**src/rtl/def.svh**
```systemverilog
// Shared layer sizing constants for the layer pipeline.
`ifndef DEF_SVH
`define DEF_SVH
localparam int LAYER2_OUTPUT_LENGTH = 8;
localparam int LAYER3_WIDTH = 5;
`endif

```
**src/rtl/layer2_window_reader_pkg.sv**
```systemverilog
// Shared types and constants for the layer-2 window reader.
package layer2_window_reader_pkg;
  `include "def.svh"

  localparam int KERNEL       = 3;
  localparam int WINDOW_SLOTS = KERNEL * KERNEL;

  typedef enum logic [1:0] {
    IDLE  = 2'd0,
    FETCH = 2'd1,
    HOLD  = 2'd2,
    DONE  = 2'd3
  } state_t;

  // Row offset of slot k inside the 3x3 window.
  function automatic logic [15:0] k_row(input logic [3:0] k);
    return 16'(k / 4'd3);
  endfunction

  // Column offset of slot k inside the 3x3 window.
  function automatic logic [15:0] k_col(input logic [3:0] k);
    return 16'(k % 4'd3);
  endfunction
endpackage

```
**src/rtl/layer2_window_counter.sv**
```systemverilog
// Window position (out_row, out_col) and in-window slot index k.
module layer2_window_counter
  import layer2_window_reader_pkg::*;
#(
  parameter int WIDTH = LAYER3_WIDTH
) (
  input  logic        clk,
  input  logic        rst,
  input  logic        clear,
  input  logic        advance_k,
  input  logic        advance_window,
  output logic [15:0] out_row,
  output logic [15:0] out_col,
  output logic [3:0]  k,
  output logic        last_k,
  output logic        last_window
);
  // Last valid top-left coordinate of a 3x3 window without padding.
  localparam logic [15:0] LAST_POS = 16'(WIDTH - KERNEL);

  assign last_k      = (k == 4'(WINDOW_SLOTS - 1));
  assign last_window = (out_row == LAST_POS) && (out_col == LAST_POS);

  // Slot index walks 0..8 then wraps for the next window.
  always_ff @(posedge clk) begin
    if (rst || clear) begin
      k <= '0;
    end else if (advance_k) begin
      k <= last_k ? 4'd0 : k + 4'd1;
    end
  end

  // Raster-order window position: columns first, then wrap to next row.
  always_ff @(posedge clk) begin
    if (rst || clear) begin
      out_row <= '0;
      out_col <= '0;
    end else if (advance_window) begin
      if (out_col < LAST_POS) begin
        out_col <= out_col + 16'd1;
      end else begin
        out_col <= '0;
        if (out_row < LAST_POS) begin
          out_row <= out_row + 16'd1;
        end
      end
    end
  end
endmodule

```
**src/rtl/layer2_window_reader.sv**
```systemverilog
// Walks the layer-2 result map, gathers 3x3 windows and hands them to layer 3.
module layer2_window_reader
  import layer2_window_reader_pkg::*;
#(
  parameter int DATA_W = LAYER2_OUTPUT_LENGTH,
  parameter int WIDTH  = LAYER3_WIDTH
) (
  input  logic                       clk,
  input  logic                       rst,
  input  logic                       start,
  output logic [15:0]                read_row_addr,
  output logic [15:0]                read_col_addr,
  output logic                       layer2_result_read_signal,
  input  logic [DATA_W-1:0]          layer2_result_output,
  output logic [WINDOW_SLOTS*DATA_W-1:0] window_data,
  output logic                       window_valid,
  input  logic                       window_ready,
  output logic                       busy,
  output logic                       done
);
  state_t      state_reg, state_next;
  logic [15:0] out_row, out_col;
  logic [3:0]  k;
  logic        last_k, last_window;
  logic        fetching, handshake, clear_counters;

  assign fetching       = (state_reg == FETCH);
  assign handshake      = (state_reg == HOLD) && window_ready;
  assign clear_counters = (state_reg == IDLE) && start;

  layer2_window_counter #(
    .WIDTH (WIDTH)
  ) u_counter (
    .clk            (clk),
    .rst            (rst),
    .clear          (clear_counters),
    .advance_k      (fetching),
    .advance_window (handshake),
    .out_row        (out_row),
    .out_col        (out_col),
    .k              (k),
    .last_k         (last_k),
    .last_window    (last_window)
  );

  // Next-state selection; start is only honoured from IDLE.
  always_comb begin
    state_next = state_reg;
    case (state_reg)
      IDLE:    if (start) state_next = FETCH;
      FETCH:   if (last_k) state_next = HOLD;
      HOLD:    if (window_ready) state_next = last_window ? DONE : FETCH;
      DONE:    state_next = IDLE;
      default: state_next = IDLE;
    endcase
  end

  // State register.
  always_ff @(posedge clk) begin
    if (rst) begin
      state_reg <= IDLE;
    end else begin
      state_reg <= state_next;
    end
  end

  // Memory address is the window origin plus the slot offset; zero when idle.
  assign read_row_addr             = fetching ? out_row + k_row(k) : 16'd0;
  assign read_col_addr             = fetching ? out_col + k_col(k) : 16'd0;
  assign layer2_result_read_signal = fetching;

  assign window_valid = (state_reg == HOLD);
  assign busy         = (state_reg != IDLE);
  assign done         = (state_reg == DONE);

  // One register per slot; each captures memory data when its k is fetched.
  generate
    for (genvar gi = 0; gi < WINDOW_SLOTS; gi++) begin : g_slot
      logic [DATA_W-1:0] slot_reg;

      // Slot capture; contents persist until overwritten by the next window.
      always_ff @(posedge clk) begin
        if (rst) begin
          slot_reg <= '0;
        end else if (fetching && (k == 4'(gi))) begin
          slot_reg <= layer2_result_output;
        end
      end

      assign window_data[gi*DATA_W +: DATA_W] = slot_reg;
    end
  endgenerate
endmodule

```
**config.mk**
```make
export PLATFORM = sky130hd
export DESIGN_NAME = layer2_window_reader
export DESIGN_NICKNAME = d
export VERILOG_FILES = /design/src/rtl/layer2_window_reader_pkg.sv /design/src/rtl/layer2_window_counter.sv /design/src/rtl/layer2_window_reader.sv
export VERILOG_INCLUDE_DIRS = /design/src /design/src/rtl
export SDC_FILE = /design/constraint.sdc
export NUM_CORES = 1
export LEC_CHECK = 0
export ABC_AREA = 1
export CORE_MARGIN = 1
export CORE_UTILIZATION = 46
export CTS_CLUSTER_DIAMETER = 80
export DETAILED_ROUTE_END_ITERATION = 7
export GPL_TIMING_DRIVEN = 1
export PLACE_DENSITY = 0.87
export SLEW_MARGIN = 20
export SYNTH_ARGS = -nofsm -noshare
export SYNTH_HDL_FRONTEND = slang
export SYNTH_SLANG_ARGS = --single-unit
```
**constraint.sdc**
```tcl
create_clock -name clk -period 4.35 [get_ports clk]
set_input_delay 0.87 -clock clk [delete_from_list [all_inputs] [get_ports clk]]
set_output_delay 0.87 -clock clk [all_outputs]
set_load 0.01 [all_outputs]
```
==> flow_summary.rst, run 1 <==
.. list-table::
   :header-rows: 1

   * - Metric
     - Value
   * - Status
     - complete, but fails checks
   * - Failing checks
     - DRC, setup timing
   * - Power share of the combinational group
     - 24.0%
   * - Deepest clock path buffer count
     - 2
   * - Library cell contributing the largest single delay on the critical path
     - dfxtp_4
   * - Average cell area after synthesis
     - just over 7 µm²
   * - Effective utilization at floorplan
     - between 40% and 50%
   * - Floorplan die height
     - 113 µm
   * - Critical Path Source Type
     - register
   * - Crit path capture type
     - primary output
   * - Int Pwr
     - 1680 µW
   * - Clock network fraction of design power
     - 32.3%
   * - Most used DFF post-synth
     - dfxtp_1
   * - First-pass GRT wire length
     - 28,900 µm
   * - Endpoints failing hold
     - 0
   * - Detailed placement HPWL
     - 11,400 µm
   * - Mapped Area
     - 5680 µm²
   * - Final worst clock skew
     - about 0.0056 ns
   * - Initial antenna violation count
     - 0
   * - Number of iterations in the first detailed-routing pass
     - 8
   * - Leakage component of the power
     - 0.00388 µW
   * - Slew at the pin closest to its max-slew limit
     - approximately 0.88 ns
   * - Final layout net count
     - 1,069
   * - Share of the clock period used by the worst path
     - 111%
   * - Slowest stage delay, CP
     - 0.39 ns
   * - Clock tree from TritonCTS
     - done
   * - Count of unresolved DRC violations after routing
     - 1
   * - Number of enable-type register cells in the synthesized netlist
     - 0
   * - Highest clock frequency the design can meet
     - 0.207 GHz
   * - Horizontal die dimension
     - 113 µm
   * - Net Count, Synth
     - 851
   * - Clock input transition at the sequential cells of the worst setup and hold paths
     - 0.08 ns
   * - Slew HR
     - 40.8%
   * - Arrival time at the worst endpoint
     - between 3 and 4 ns
   * - GR Util All Layers
     - about 29%
   * - Vias per std cell
     - 5.54
   * - Share of the yosys chip area belonging to registers
     - between 30% and 40%
   * - Area grow syn2layout
     - 51.7%
   * - Switch share
     - 33.2%
   * - Number of core rows
     - 40
   * - Largest net degree at the start of global routing
     - 74
   * - Hold WS
     - around 0.47 ns
   * - Buffer cell driving the clock tree root
     - clkbuf_16
   * - Area of all placed cells without fillers
     - 8610 µm²
   * - Avg WL per Cell
     - 17.2 µm
   * - Sw power
     - 835 µW
   * - Clock period minus final worst setup slack
     - 4.82 ns
   * - Sinks on the clock net
     - 110
   * - Flip-flop count of the largest register after layout
     - between 70 and 80
   * - Number of antenna repair diodes
     - 0
   * - Total placed instance area
     - about 7500 µm²
   * - Gr ovfl total
     - 0
   * - Via count
     - between 6,000 and 7,000
   * - Synthesis Warnings
     - 0
   * - Final core area utilization
     - 71.7%
   * - Leading cell type in the layout, fill and taps excluded
     - nor2_1
   * - First-iteration detailed-routing DRC count
     - 500
   * - Via count of the first global-routing pass
     - ~6,000
   * - Synthesized netlist cell count
     - between 800 and 900
   * - Total count of max-transition violations in the final report
     - 0
   * - Setup repair after global routing missed its margin
     - yes
   * - Worst min path class
     - register to register
   * - H-tree depth reported by CTS
     - 3
   * - Synth cell types
     - 43
   * - Final worst slack
     - -0.470 ns
   * - Number of buffers created by CTS
     - 9
   * - Total detailed-routing wirelength
     - 20,200 µm
   * - Core area
     - 12,000 µm²
   * - Fraction of power consumed by sequential logic
     - 43.7%
   * - Max FO, Critical Path
     - 5
   * - Number of max-capacitance violations reported
     - 0
   * - Io pins
     - 120
   * - Maximum ir drop on the vdd rail
     - ~0.28 mV
   * - Worst endpoint required time
     - 3.48 ns
   * - Routability Congestion
     - about 0.92
   * - Ratio of total power to cell area
     - slightly below 300 nW/µm²
   * - Count of state elements after synthesis
     - 110
   * - Quantity of I/O buffers inserted on ports
     - 119
   * - Share of layout cells above drive strength 1
     - between 20% and 30%
   * - Number of routed nets with antenna violations
     - 0
   * - Classification of the worst setup path
     - register to primary output
   * - Commonest cells after routing, fill and taps aside
     - nor2_1, dfxtp_1, buf_4
   * - Overall die area
     - 12,800 µm²
   * - Worst-skew pair later-pin latency
     - ~0.35 ns
   * - Share of flip-flops with an asynchronous set or reset after synthesis
     - 0%
   * - Finish-stage setup viols
     - 12
-- per-stage QoR --
stage	std cells	setup WS (ns)	total power (µW)	TNS [ns]
global placement	1121	-0.211	1650	-0.888
finish	1174	-0.470	2520	-3.67
detailed placement	1121	-0.353	1660	-2.30
CTS	1158	-0.221	2480	-1.03
floorplan	804	0.0197	1410	0
global route	1174	-0.641	2620	-6.12
-- final cells by class --
class | count | area, µm²
Clock buffer | 9 | 225
Clock inverter | 7 | 67.6
Fill cell | 871 | 3400
Inverter | 82 | 318
Multi-Input combinational cell | 588 | 3600
Sequential cell | 110 | 2210
Tap cell | 147 | 184
Timing Repair Buffer | 231 | 2000
-- per-layer routing --
layer	up-vias	part of all wire, %	track usage [%]
li1	3047	-	-
met1	3022	39	33.2
met2	336	48	49.6
met3	102	8.2	7.39
met4	0	4.6	12.1
met5	-	0	0
-- critical path: cells and delay by family, from the launching register on --
| kind | cells | cell delay, ns |
|---|---|---|
| and+or+nand+nor | 14 | 1.31 |
| DFF | 1 | 0.39 |
| adders and majority gates | 2 | 0.31 |
| buffers and inverters | 9 | 1.01 |
| AOI/OAI and AO/OA | 4 | 0.56 |
-- synth_stat cells, drive strengths merged, types with 3 or more instances --
cell type,instances,area [µm²]
nor2,221,837
xnor2,3,26.3
nor4,9,62.6
clkbuf,14,52.6
nand3,24,150
nand4,7,58.8
o21ai,102,510
dfxtp,110,2200
ha,33,413
inv,81,304
nor3,17,115
a21oi,45,229
o21bai,3,22.5
xor2,9,78.8
buf,10,38.8
nand2,94,385
-- power by group through the flow --
stage               logic, µW  clock network, µW  registers [µW]
CTS                       561                824            1100
finish                    605                813            1100
floorplan                 276                  0            1140
global placement          537                  0            1120
global route              645                868            1110
detailed placement        545                  0            1120
-- cell families (layout without fill, tap and decap cells) --
family | after synthesis | count (layout) | synth area share (%)
adder cells (fa/ha/maj) | 35 | 35 | 7.98
AO/OA/AOI/OAI | 164 | 164 | 15.3
XOR/XNOR | 12 | 12 | 1.85
buffers and inverters | 106 | 329 | 7.03
flip-flops | 110 | 110 | 38.8
AND/OR/NAND/NOR | 377 | 377 | 29.0
-- worst paths after layout --
| check | cells after the start | to | slack (ns) | startpoint |
|---|---|---|---|---|
| worst max-delay path | 29 | read_col_addr[11] | -0.47 | u_counter.k[2] |
| worst min-delay path | 2 | u_counter.out_col[9] | 0.47 | u_counter.out_col[9] |
| worst max register to register | 7 | g_slot[4].slot_reg[1] | 1.58 | state_reg[0] |
| worst min register to register | 2 | u_counter.out_col[9] | 0.47 | u_counter.out_col[9] |
-- repair_timing --
action | in CTS | in global routing
pin swaps | 41 | 49
gates resized for setup | 138 | 99
setup buffers | 26 | 17
hold buffers | 0 | 0
endpoints found under the setup margin | 26 | 29
(Power assumes the default switching activity.)
==> run 2, diff against run 1 <==
- SLEW_MARGIN: 20 -> not set
==> results of run 2 <==
Final layout, timing and power as in run 1 (identical DEF).
==> run 3, diff against run 2 <==
- CORE_UTILIZATION: 46 -> 51
- PLACE_DENSITY: 0.87 -> 0.91
- clock period: 4.35 -> 4.73 ns (I/O delays scaled with it)
==> flow_summary.rst, run 3 (synthesis gave the netlist of run 1 again) <==
.. list-table::
   :header-rows: 1

   * - Metric
     - Value
   * - Routability Congestion
     - 0.934 (was 0.916)
   * - Fraction of power consumed by sequential logic
     - 48.0% (was 43.7%)
   * - Slew HR
     - 53.2% (was 40.8%)
   * - Via count
     - 6,259 (was 6,507)
   * - Largest net degree at the start of global routing
     - 73 (was 74)
   * - Leakage component of the power
     - 0.00360 µW (was 0.00388 µW)
   * - Final core area utilization
     - 73.7% (was 71.7%)
   * - Share of the clock period used by the worst path
     - 104%
   * - Highest clock frequency the design can meet
     - between 0.2 and 0.25 GHz
   * - Finish-stage setup viols
     - 7 (was 12)
   * - Maximum ir drop on the vdd rail
     - 0.218 mV (was 0.284 mV)
   * - Status
     - complete, but fails checks (unchanged)
   * - Sinks on the clock net
     - 110 (unchanged)
   * - Clock tree from TritonCTS
     - done (unchanged)
   * - First-pass GRT wire length
     - 26,600 µm (was 28,900 µm)
   * - Hold-fix buffers at CTS
     - 0 (unchanged)
   * - Total count of max-transition violations in the final report
     - 0 (unchanged)
   * - Endpoints failing hold
     - 0 (unchanged)
   * - Area grow syn2layout
     - 40.8% (was 51.7%)
   * - Power share of the combinational group
     - 25.3% (was 24.0%)
   * - Max FO, Critical Path
     - 4 (was 5)
   * - Detailed placement HPWL
     - 11,300 µm (was 11,400 µm)
   * - GR Util All Layers
     - 29.0% (was 28.5%)
   * - Worst min path class
     - register to register (unchanged)
   * - Ratio of total power to cell area
     - 263 nW/µm² (was 293 nW/µm²)
   * - Flip-flop count of the largest register after layout
     - 72 (unchanged)
   * - Clock input transition at the sequential cells of the worst setup and hold paths
     - 0.12 ns (was 0.08 ns)
   * - Number of core rows
     - 38 (was 40)
   * - Final layout net count
     - 1,026 (was 1,069)
   * - Initial antenna violation count
     - 0 (unchanged)
   * - Sw power
     - 731 µW (was 835 µW)
   * - Filler Cell Count
     - 756 (was 871)
   * - Number of buffers created by CTS
     - 9 (unchanged)
   * - Effective utilization at floorplan
     - 52.4% (was 47.2%)
   * - Buffer cell driving the clock tree root
     - clkbuf_8 (was clkbuf_16)
   * - Io pins
     - 120 (unchanged)
   * - Final worst slack
     - -0.183 ns (was -0.470 ns)
   * - Total placed cells including tap cells
     - 1,085 (was 1,121)
   * - Horizontal die dimension
     - 107 µm (was 113 µm)
   * - Classification of the worst setup path
     - register to primary output (unchanged)
   * - Worst-skew pair later-pin latency
     - 0.37 ns (was 0.35 ns)
   * - Final worst clock skew
     - 0.0162 ns (was 0.00559 ns)
   * - Arrival time at the worst endpoint
     - 3.97 ns (was 3.95 ns)
   * - Leading cell type in the layout, fill and taps excluded
     - nor2_1 (unchanged)
   * - Slew at the pin closest to its max-slew limit
     - 0.702 ns (was 0.884 ns)
   * - Worst endpoint required time
     - 3.78 ns (was 3.48 ns)
   * - Share of layout cells above drive strength 1
     - 19.0% (was 27.3%)
   * - Commonest cells after routing, fill and taps aside
     - nor2_1, dfxtp_1, clkdlybuf4s50_1 (was nor2_1, dfxtp_1, buf_4)
   * - Number of antenna repair diodes
     - 0 (unchanged)
   * - Crit path capture type
     - primary output (unchanged)
   * - Core area
     - 10,800 µm² (was 12,000 µm²)
   * - Total placed instance area
     - 7300 µm² (was 7530 µm²)
   * - R2R Setup Slk
     - 2.43 ns (was 1.58 ns)
   * - Vias per std cell
     - 5.57 (was 5.54)
   * - Floorplan die height
     - 107 µm (was 113 µm)
   * - Count of unresolved DRC violations after routing
     - 0 (was 1)
   * - Quantity of I/O buffers inserted on ports
     - 119 (unchanged)
   * - Deepest clock path buffer count
     - 2 (unchanged)
   * - Clock network fraction of design power
     - 26.8% (was 32.3%)
   * - Area of all placed cells without fillers
     - 7990 µm² (was 8610 µm²)
   * - Critical Path Source Type
     - register (unchanged)
   * - Failing checks
     - setup timing (was DRC, setup timing)
   * - Via count of the first global-routing pass
     - 5,781 (was 5,989)
   * - Setup repair after global routing missed its margin
     - yes (unchanged)
   * - Total detailed-routing wirelength
     - 18,100 µm (was 20,200 µm)
   * - Overall die area
     - 11,600 µm² (was 12,800 µm²)
   * - Gr ovfl total
     - 0 (unchanged)
   * - H-tree depth reported by CTS
     - 3 (unchanged)
   * - Avg WL per Cell
     - 16.1 µm (was 17.2 µm)
   * - First-iteration detailed-routing DRC count
     - 360 (was 500)
   * - Number of non-filler instances in the completed layout
     - 1,123 (was 1,174)
   * - Clock period minus final worst setup slack
     - 4.91 ns
   * - Total negative setup slack
     - -0.817 ns (was -3.67 ns)
   * - Number of max-capacitance violations reported
     - 0 (unchanged)
   * - Number of iterations in the first detailed-routing pass
     - 5 (was 8)
   * - Switch share
     - 34.8% (was 33.2%)
   * - Number of routed nets with antenna violations
     - 0 (unchanged)
   * - Int Pwr
     - 1370 µW (was 1680 µW)
-- run 3: changes by cell type in the layout (fill, tap and decap cells not counted), moves of 7 or more --
cell | before | now
a21oi_1 | 28 | 37
a21oi_2 | 16 | 6
buf_2 | 14 | 7
buf_4 | 96 | 65
buf_6 | 17 | 4
clkbuf_16 | 9 | 0
clkbuf_8 | 0 | 9
clkdlybuf4s50_1 | 91 | 99
nor2_1 | 201 | 210
-- run 3: what timing repair did --
action                                  CTS  global route
cloned                                    0             0
buffers inserted                         12            11
pin swaps                                17            25
endpoints found under the setup margin   22            22
gates resized for setup                  59            76
-- run 3: metrics by stage --
stage / total power [µW] / setup slack [ns] / hold WS (ns)
after global placement: 1510 / -0.0790 / 0.456
after global routing: 2210 / -0.335 / 0.499
final: 2100 / -0.183 / 0.474
after detailed placement: 1530 / -0.247 / 0.456
after floorplan: 1300 / 0.0821 / 0.442
after CTS: 2090 / 0.000905 / 0.476
-- run 3: power groups by stage --
stage	registers (µW)	clock network [µW]	logic, µW
floorplan	1040	0	253
global placement	1030	0	485
detailed placement	1030	0	500
global route	1020	613	577
CTS	1010	570	512
finish	1010	563	532
-- run 3: metal layers --
metal  share of wire, %  vias up  routed length [µm]  track usage, %
li1                   -     2960                   -               -
met3                9.0       62                1630            8.66
met4                3.1        0                 563            12.3
met2                 48      323                8780            49.4
met5                  0        -                   0               0
met1                 39     2914                7160            33.6
-- run 3: worst paths after layout --
check                                        endpoint                  start  cells past startpoint
worst min-delay path            u_counter.out_col[14]  u_counter.out_col[14]                      2
worst min register to register  u_counter.out_col[14]  u_counter.out_col[14]                      2
worst max-delay path                 read_col_addr[9]         u_counter.k[3]                     25
worst max register to register   u_counter.out_row[1]           state_reg[1]                      9
-- run 3: critical path, cell delays in order, from the launching register on --
cell	delay, ns
dfxtp_4	0.39
ha_4	0.28
nand2_4	0.06
nand3_4	0.11
nand4_1	0.13
nand2_2	0.11
inv_2	0.06
ha_4	0.16
inv_4	0.06
nand4_4	0.10
buf_6	0.16
nand2_4	0.08
nor2_4	0.04
nand2_2	0.06
xor2_1	0.21
ha_1	0.31
buf_6	0.15
a21oi_4	0.14
nand3_2	0.12
a21oi_2	0.15
o21bai_1	0.11
buf_4	0.15
buf_4	0.12
o21ai_0	0.14
a21oi_1	0.05
buf_2	0.14
-- run 3: final cells by class --
cell class,count,area (µm²),area share (%)
Multi-Input combinational cell,588,3410,42.6
Sequential cell,110,2210,27.7
Timing Repair Buffer,188,1700,21.2
Inverter,82,310,3.88
Tap cell,140,175,2.19
Clock buffer,9,124,1.55
Clock inverter,6,67.6,0.846
